`config.mk`:
```
export PLATFORM = sky130hd
export DESIGN_NAME = pc_ctrl_flat
export DESIGN_NICKNAME = d
export VERILOG_FILES = /design/src/rtl/pc_ctrl_if.sv /design/src/rtl/pc_ctrl.sv /design/src/flat_wrapper.sv
export SDC_FILE = /design/constraint.sdc
export NUM_CORES = 1
export LEC_CHECK = 0
export BUFFER_PORTS_ARGS = -buffer_cell sky130_fd_sc_hd__buf_2
export CAP_MARGIN = 40
export CORE_MARGIN = 2
export CORE_UTILIZATION = 40
export DETAILED_ROUTE_END_ITERATION = 7
export PLACE_DENSITY = 0.7
export SLEW_MARGIN = 10
export SYNTH_ARGS = -nofsm -noshare
export SYNTH_HDL_FRONTEND = slang
export SYNTH_SLANG_ARGS = --single-unit
```
`constraint.sdc`:
```
create_clock -name clk -period 2.8 [get_ports clk]
set_clock_uncertainty 0.05 [all_clocks]
set_input_delay 0.56 -clock clk [delete_from_list [all_inputs] [get_ports clk]]
set_output_delay 0.56 -clock clk [all_outputs]
set_load 0.005 [all_outputs]
```
`src/rtl/pc_ctrl_if.sv`:
```
// Fetch-stage program-counter bus: redirect/halt controls into pc_ctrl, PC and status out.
// master = hazard/decode side, slave = pc_ctrl.
interface pc_ctrl_if #(
    parameter int PC_W   = 32,
    parameter int FCNT_W = 16
);
    logic              en;
    logic              branchmux;
    logic [PC_W-1:0]   immext;
    logic              jumpmux;
    logic [25:0]       imm26;
    logic              jrmux;
    logic [PC_W-1:0]   jr_target;
    logic              call_push;
    logic              ret_pop;
    logic              halt;
    logic [PC_W-1:0]   imemaddr;
    logic [PC_W-1:0]   pc_plus4;
    logic              pend_valid;
    logic              halted;
    logic [FCNT_W-1:0] fetch_count;
    logic [PC_W-1:0]   ras_top;

    modport master (
        output en, branchmux, immext, jumpmux, imm26, jrmux, jr_target,
               call_push, ret_pop, halt,
        input  imemaddr, pc_plus4, pend_valid, halted, fetch_count, ras_top
    );

    modport slave (
        input  en, branchmux, immext, jumpmux, imm26, jrmux, jr_target,
               call_push, ret_pop, halt,
        output imemaddr, pc_plus4, pend_valid, halted, fetch_count, ras_top
    );
endinterface

```
`src/rtl/pc_ctrl.sv`:
```
// Program-counter controller: prioritised redirects, stall-pending redirect, halt, fetch counter.
// Optional return-address stack enabled by defining PC_RAS_EN.
module pc_ctrl #(
    parameter int              PC_W      = 32,
    parameter logic [PC_W-1:0] RESET_PC  = 32'h0000_0000,
    parameter int              FCNT_W    = 16,
    parameter int              RAS_DEPTH = 4
) (
    input logic        clk,
    input logic        rst,
    pc_ctrl_if.slave   bus
);
    typedef enum logic [1:0] {ST_RUN, ST_PEND, ST_HALT} state_t;

    // Low 28 bits come from the jump immediate; the rest from pc_plus4.
    localparam logic [PC_W-1:0] LOW_MASK = PC_W'({28{1'b1}});

    state_t            state_q, state_d;
    logic [PC_W-1:0]   pc_q, pc_d;
    logic [PC_W-1:0]   pend_q, pend_d;
    logic [FCNT_W-1:0] fcnt_q, fcnt_d;
    logic [PC_W-1:0]   pc_plus4;
    logic [PC_W-1:0]   jump_target;
    logic [PC_W-1:0]   jr_eff_target;
    logic [PC_W-1:0]   redirect_target;
    logic [PC_W-1:0]   ras_top;
    logic              redirect_req;
    logic              advance;

    assign pc_plus4     = pc_q + PC_W'(4);
    assign jump_target  = (pc_plus4 & ~LOW_MASK) | PC_W'({bus.imm26, 2'b00});
    assign redirect_req = bus.jrmux | bus.jumpmux | bus.branchmux;
    assign advance      = bus.en && (state_q != ST_HALT);

    always_comb begin
        if (bus.jrmux)        redirect_target = jr_eff_target;
        else if (bus.jumpmux) redirect_target = jump_target;
        else                  redirect_target = bus.immext;
    end

`ifdef PC_RAS_EN
    localparam int PTR_W = $clog2(RAS_DEPTH);

    logic [PC_W-1:0]  ras_mem [RAS_DEPTH];
    logic [PTR_W-1:0] ras_ptr;
    logic [PTR_W:0]   ras_occ;
    logic             ras_pop_hit;
    logic             do_push;
    logic             do_pop;

    assign ras_pop_hit = bus.jrmux & bus.ret_pop & (ras_occ != '0);
    assign do_pop      = advance & ras_pop_hit;
    assign do_push     = advance & bus.call_push;

    always_ff @(posedge clk or posedge rst) begin
        if (rst) begin
            ras_ptr <= '0;
            ras_occ <= '0;
        end else if (do_push && !do_pop) begin
            // Overflow wraps the pointer onto the oldest entry.
            ras_ptr <= PTR_W'(ras_ptr + 1'b1);
            if (ras_occ != (PTR_W+1)'(RAS_DEPTH)) ras_occ <= ras_occ + 1'b1;
        end else if (do_pop && !do_push) begin
            ras_ptr <= PTR_W'(ras_ptr - 1'b1);
            ras_occ <= ras_occ - 1'b1;
        end
    end

    // NOTE: stack storage has no reset; occupancy alone decides what is valid.
    always_ff @(posedge clk) begin
        if (do_push) ras_mem[do_pop ? ras_ptr : PTR_W'(ras_ptr + 1'b1)] <= pc_plus4;
    end

    assign ras_top       = (ras_occ != '0) ? ras_mem[ras_ptr] : '0;
    assign jr_eff_target = ras_pop_hit ? ras_top : bus.jr_target;
`else
    logic unused_ras;
    assign unused_ras    = bus.call_push ^ bus.ret_pop;
    assign ras_top       = '0;
    assign jr_eff_target = bus.jr_target;
`endif

    // NOTE: every comb output gets a default first so no path can infer a latch.
    always_comb begin
        state_d = state_q;
        pc_d    = pc_q;
        pend_d  = pend_q;
        fcnt_d  = fcnt_q;
        if (advance) begin
            if (fcnt_q != '1) fcnt_d = fcnt_q + 1'b1;
            if (bus.halt) begin
                // Halt freezes on its own PC and discards any redirect.
                state_d = ST_HALT;
            end else if (redirect_req) begin
                pc_d    = redirect_target;
                state_d = ST_RUN;
            end else if (state_q == ST_PEND) begin
                pc_d    = pend_q;
                state_d = ST_RUN;
            end else begin
                pc_d    = pc_plus4;
            end
        end else if (state_q != ST_HALT && redirect_req) begin
            pend_d  = redirect_target;
            state_d = ST_PEND;
        end
    end

    always_ff @(posedge clk or posedge rst) begin
        if (rst) begin
            state_q <= ST_RUN;
            pc_q    <= RESET_PC;
            pend_q  <= '0;
            fcnt_q  <= '0;
        end else begin
            state_q <= state_d;
            pc_q    <= pc_d;
            pend_q  <= pend_d;
            fcnt_q  <= fcnt_d;
        end
    end

    assign bus.imemaddr    = pc_q;
    assign bus.pc_plus4    = pc_plus4;
    assign bus.pend_valid  = (state_q == ST_PEND);
    assign bus.halted      = (state_q == ST_HALT);
    assign bus.fetch_count = fcnt_q;
    assign bus.ras_top     = ras_top;
endmodule

```
`src/flat_wrapper.sv`:
```
// flat-port wrapper written by rule: the top's interface ports become plain ports
module pc_ctrl_flat 
#(
    parameter int              PC_W      = 32,
    parameter logic [PC_W-1:0] RESET_PC  = 32'h0000_0000,
    parameter int              FCNT_W    = 16,
    parameter int              RAS_DEPTH = 4
)
  (clk, rst, bus_en, bus_branchmux, bus_immext, bus_jumpmux, bus_imm26, bus_jrmux, bus_jr_target, bus_call_push, bus_ret_pop, bus_halt, bus_imemaddr, bus_pc_plus4, bus_pend_valid, bus_halted, bus_fetch_count, bus_ras_top);
  pc_ctrl_if #(.PC_W(PC_W), .FCNT_W(FCNT_W)) bus_i ();
  input logic clk;
  input logic rst;
  input wire logic [$bits(bus_i.en)-1:0] bus_en;
  input wire logic [$bits(bus_i.branchmux)-1:0] bus_branchmux;
  input wire logic [$bits(bus_i.immext)-1:0] bus_immext;
  input wire logic [$bits(bus_i.jumpmux)-1:0] bus_jumpmux;
  input wire logic [$bits(bus_i.imm26)-1:0] bus_imm26;
  input wire logic [$bits(bus_i.jrmux)-1:0] bus_jrmux;
  input wire logic [$bits(bus_i.jr_target)-1:0] bus_jr_target;
  input wire logic [$bits(bus_i.call_push)-1:0] bus_call_push;
  input wire logic [$bits(bus_i.ret_pop)-1:0] bus_ret_pop;
  input wire logic [$bits(bus_i.halt)-1:0] bus_halt;
  output wire logic [$bits(bus_i.imemaddr)-1:0] bus_imemaddr;
  output wire logic [$bits(bus_i.pc_plus4)-1:0] bus_pc_plus4;
  output wire logic [$bits(bus_i.pend_valid)-1:0] bus_pend_valid;
  output wire logic [$bits(bus_i.halted)-1:0] bus_halted;
  output wire logic [$bits(bus_i.fetch_count)-1:0] bus_fetch_count;
  output wire logic [$bits(bus_i.ras_top)-1:0] bus_ras_top;
  assign bus_i.en = bus_en;
  assign bus_i.branchmux = bus_branchmux;
  assign bus_i.immext = bus_immext;
  assign bus_i.jumpmux = bus_jumpmux;
  assign bus_i.imm26 = bus_imm26;
  assign bus_i.jrmux = bus_jrmux;
  assign bus_i.jr_target = bus_jr_target;
  assign bus_i.call_push = bus_call_push;
  assign bus_i.ret_pop = bus_ret_pop;
  assign bus_i.halt = bus_halt;
  assign bus_imemaddr = bus_i.imemaddr;
  assign bus_pc_plus4 = bus_i.pc_plus4;
  assign bus_pend_valid = bus_i.pend_valid;
  assign bus_halted = bus_i.halted;
  assign bus_fetch_count = bus_i.fetch_count;
  assign bus_ras_top = bus_i.ras_top;
  pc_ctrl #(.PC_W(PC_W), .RESET_PC(RESET_PC), .FCNT_W(FCNT_W), .RAS_DEPTH(RAS_DEPTH)) u_core (.clk(clk), .rst(rst), .bus(bus_i));
endmodule
```
==> results.sh <==
export IMPL_status="finished clean"
export IMPL_clk_pin_slew_ps=60
export IMPL_seq_area_frac_synth_pct=36.6
export IMPL_hp_class="input pin to async pin"
export IMPL_synth_cell_types=57
export IMPL_setup_viol=0
export IMPL_postSynthAreaPerCell_um2=8.28
export IMPL_async_flop_share_pct=100
export IMPL_fillCellCount=1374
export IMPL_clock_path_buffers=2
export IMPL_reg2regPathDepth=8
export IMPL_synthToLayoutAreaGrowth_pct=27.3
export IMPL_synth_seq_cells=82
export IMPL_synthesis_area_um2=5600
export IMPL_initial_core_util_pct=40.7
export IMPL_drc_errors=0
export IMPL_critPathLaunchType="register"
export IMPL_grt_pass1_wl_um=27200
export IMPL_rrSetupSlack_ps=650
export IMPL_finalHoldViolations=0
export IMPL_antenna_found_initial=2
export IMPL_cts_root_buf="clkbuf_16"
export IMPL_r2r_end="u_core.pend_q[31]"
export IMPL_crit_fanout=7
export IMPL_relSlewSlack_pct=56.5
export IMPL_vias_per_cell=5.37
export IMPL_fin_crit_ps=2740
export IMPL_synth_top_area_share_pct=36.6
export IMPL_pre_cts_ws_ps=185
export IMPL_tritoncts="yes"
export IMPL_worstSkewPairLatency_ps=340
export IMPL_cts_buffers=9
export IMPL_stdcell_count=1043
export IMPL_yosys_top_cells_count="nand2_1, dfrtp_1, o21ai_0"
export IMPL_yosysMostFrequentCell="nand2_1"
export IMPL_drtIter0Drc=327
export IMPL_die_area_um2=15000
export IMPL_vias=5598
export IMPL_routed_wl_met2_um=7900
export IMPL_clkSinkCount=82
export IMPL_gr_total_overflow=0
export IMPL_die_w_um=122
export IMPL_postSynthCellCount=676
export IMPL_reg2reg_from="u_core.bus.imemaddr[8]"
export IMPL_synth_warnings=0
export IMPL_routed_wl_um=17200
export IMPL_synth_top_area_cell="dfrtp_1"
export IMPL_endpoint_kind="primary output"
export IMPL_peakVddDrop_uv=281
export IMPL_wl_met3_um=1350
export IMPL_cap_viol_max_count=0
export IMPL_setup_worst_path_start="u_core.bus.imemaddr[2]"
export IMPL_fin_util_pct=51.7
export IMPL_grt_max_degree=48
export IMPL_setup_slack_ps=58.2
export IMPL_multi_input_area_um2=3240
export IMPL_power_density_nw_per_um2=678
export IMPL_arrival_ps=2130
export IMPL_holdWs_ps=244
export IMPL_maxUsedRoutingLayer="met4"
export IMPL_port_buffers=178
export IMPL_io_pins=213
export IMPL_rows=43
export IMPL_gp_congestion=0.870
export IMPL_synth_edff_count=0
export IMPL_fin_crit_sh_pct=97.9
export IMPL_finalNetCount=959
export IMPL_grt_pass1_vias=5257
export IMPL_core_um2=13800
export IMPL_max_freq_mhz=365
export IMPL_ant_nets=0
export IMPL_power_leakage_nw=3.46
export IMPL_cp_required_ps=2190
export IMPL_dr_pass1_iters=5
export IMPL_drive_gt1_share_pct=31.0
export IMPL_seqCellArea_um2=2060
export IMPL_die_h_um=122
export IMPL_tightestPinTransition_ps=651
export IMPL_synthFlopType="dfrtp_1"
export IMPL_place_inst=1023
export IMPL_finalMaxSlewViolations=0
export IMPL_htreeDepth=3
export IMPL_wire_per_inst_um=16.5
export IMPL_wl_met1_um=7580
export IMPL_grt_use_total_pct=23.3
export IMPL_hpwl_um=12800
export IMPL_critPathKind="register to primary output"
export IMPL_synth_area_leaders="dfrtp_1, o21ai_0, nand2_1, mux2i_1, buf_4"
export IMPL_rsz0062_at_grt="true"
cell type report:
type,count,share of cell area (%)
Antenna cell,2,0.0702
Clock buffer,11,3.41
Clock inverter,3,0.913
Inverter,15,0.808
Multi-Input combinational cell,531,45.5
Sequential cell,82,28.9
Tap cell,180,3.16
Timing Repair Buffer,219,17.2
through the flow:
| stage | cell area, um^2 | TNS [ps] | total power, W |
|---|---|---|---|
| floorplan | 5720 | 0 | 0.00280 |
| global placement | 6720 | 0 | 0.00352 |
| detailed placement | 6720 | 0 | 0.00356 |
| CTS | 7040 | 0 | 0.00483 |
| global route | 7130 | -74.0 | 0.00515 |
| finish | 7130 | 0 | 0.00483 |
layout by cell type (no fill, tap or decap), types with 4 or more instances in the layout:
master     count
and3_1        15
a21oi_1       45
o22ai_1        4
o21a_1         5
and4_1         8
mux2_2         6
o21ai_0       63
or3_1          7
xor2_1        14
inv_1         14
clkbuf_16      9
dfrtp_1       74
nand3_1       29
nor2_1        40
nand2_1       84
a22o_1         9
nor3_1         8
mux2i_1       30
nand4_1       18
a31oi_1       11
nor3_2         5
buf_2        178
dfrtp_2        8
nand2b_1       4
buf_4         38
o31ai_1        8
nor4_1         6
o2bb2ai_1      7
conb_1        32
xnor2_1       23
cell families after synthesis:
kind of cell    Yosys count  share of synthesized area (%)
simple gates            244                           22.0
compound gates          180                           19.7
buf+inv                  94                           8.78
flops                    82                           36.6
xor+xnor                 37                           5.79
mux                      36                           6.57
fa+ha+maj                 2                          0.447
other cells               1                         0.0670
worst max-delay path, stage by stage (launching register included):
cell and delay [ps]:
dfrtp_1 360, ha_2 220, nand4_1 140, or3_4 470, or3_1 390, nand2_1 90, buf_2 110
registers in the layout, summed over array words and instances (netlist names):
| name | flops |
|---|---|
| u_core.bus.fetch_count | 16 |
| u_core.bus.imemaddr | 32 |
| u_core.pend_q | 32 |
| u_core.state_q | 2 |
worst max-delay path by stage:
stage | to | slack, ps
2_1_floorplan | u_core.bus.fetch_count[0] | 80
3_3_place_gp | bus_pc_plus4[24] | 200
3_5_place_dp | bus_pc_plus4[24] | 190
4_1_cts | bus_pc_plus4[31] | 10
5_1_grt | bus_pc_plus4[28] | -30
6_report | bus_pc_plus4[18] | 60
layer usage:
layer | up-vias | GRT usage, %
met5 | - | 0
met4 | 0 | 9.41
met3 | 29 | 5.16
met2 | 246 | 36.1
li1 | 2738 | -
met1 | 2585 | 31.5
what timing repair did:
item,4_1_cts,5_1_grt
pin swaps,0,5
hold buffers,0,0
hold endpoints to repair,0,0
buffers inserted,0,4
resized for setup,6,14
setup endpoints to repair,4,10
where the power goes:
| part | internal (W) | switching, W |
|---|---|---|
| sequential | 0.00151 | 0.000391 |
| clock | 0.000795 | 0.000467 |
| combinational | 0.000777 | 0.000890 |
| total | 0.00309 | 0.00175 |
No activity file was read; power rests on OpenSTA's default activity.
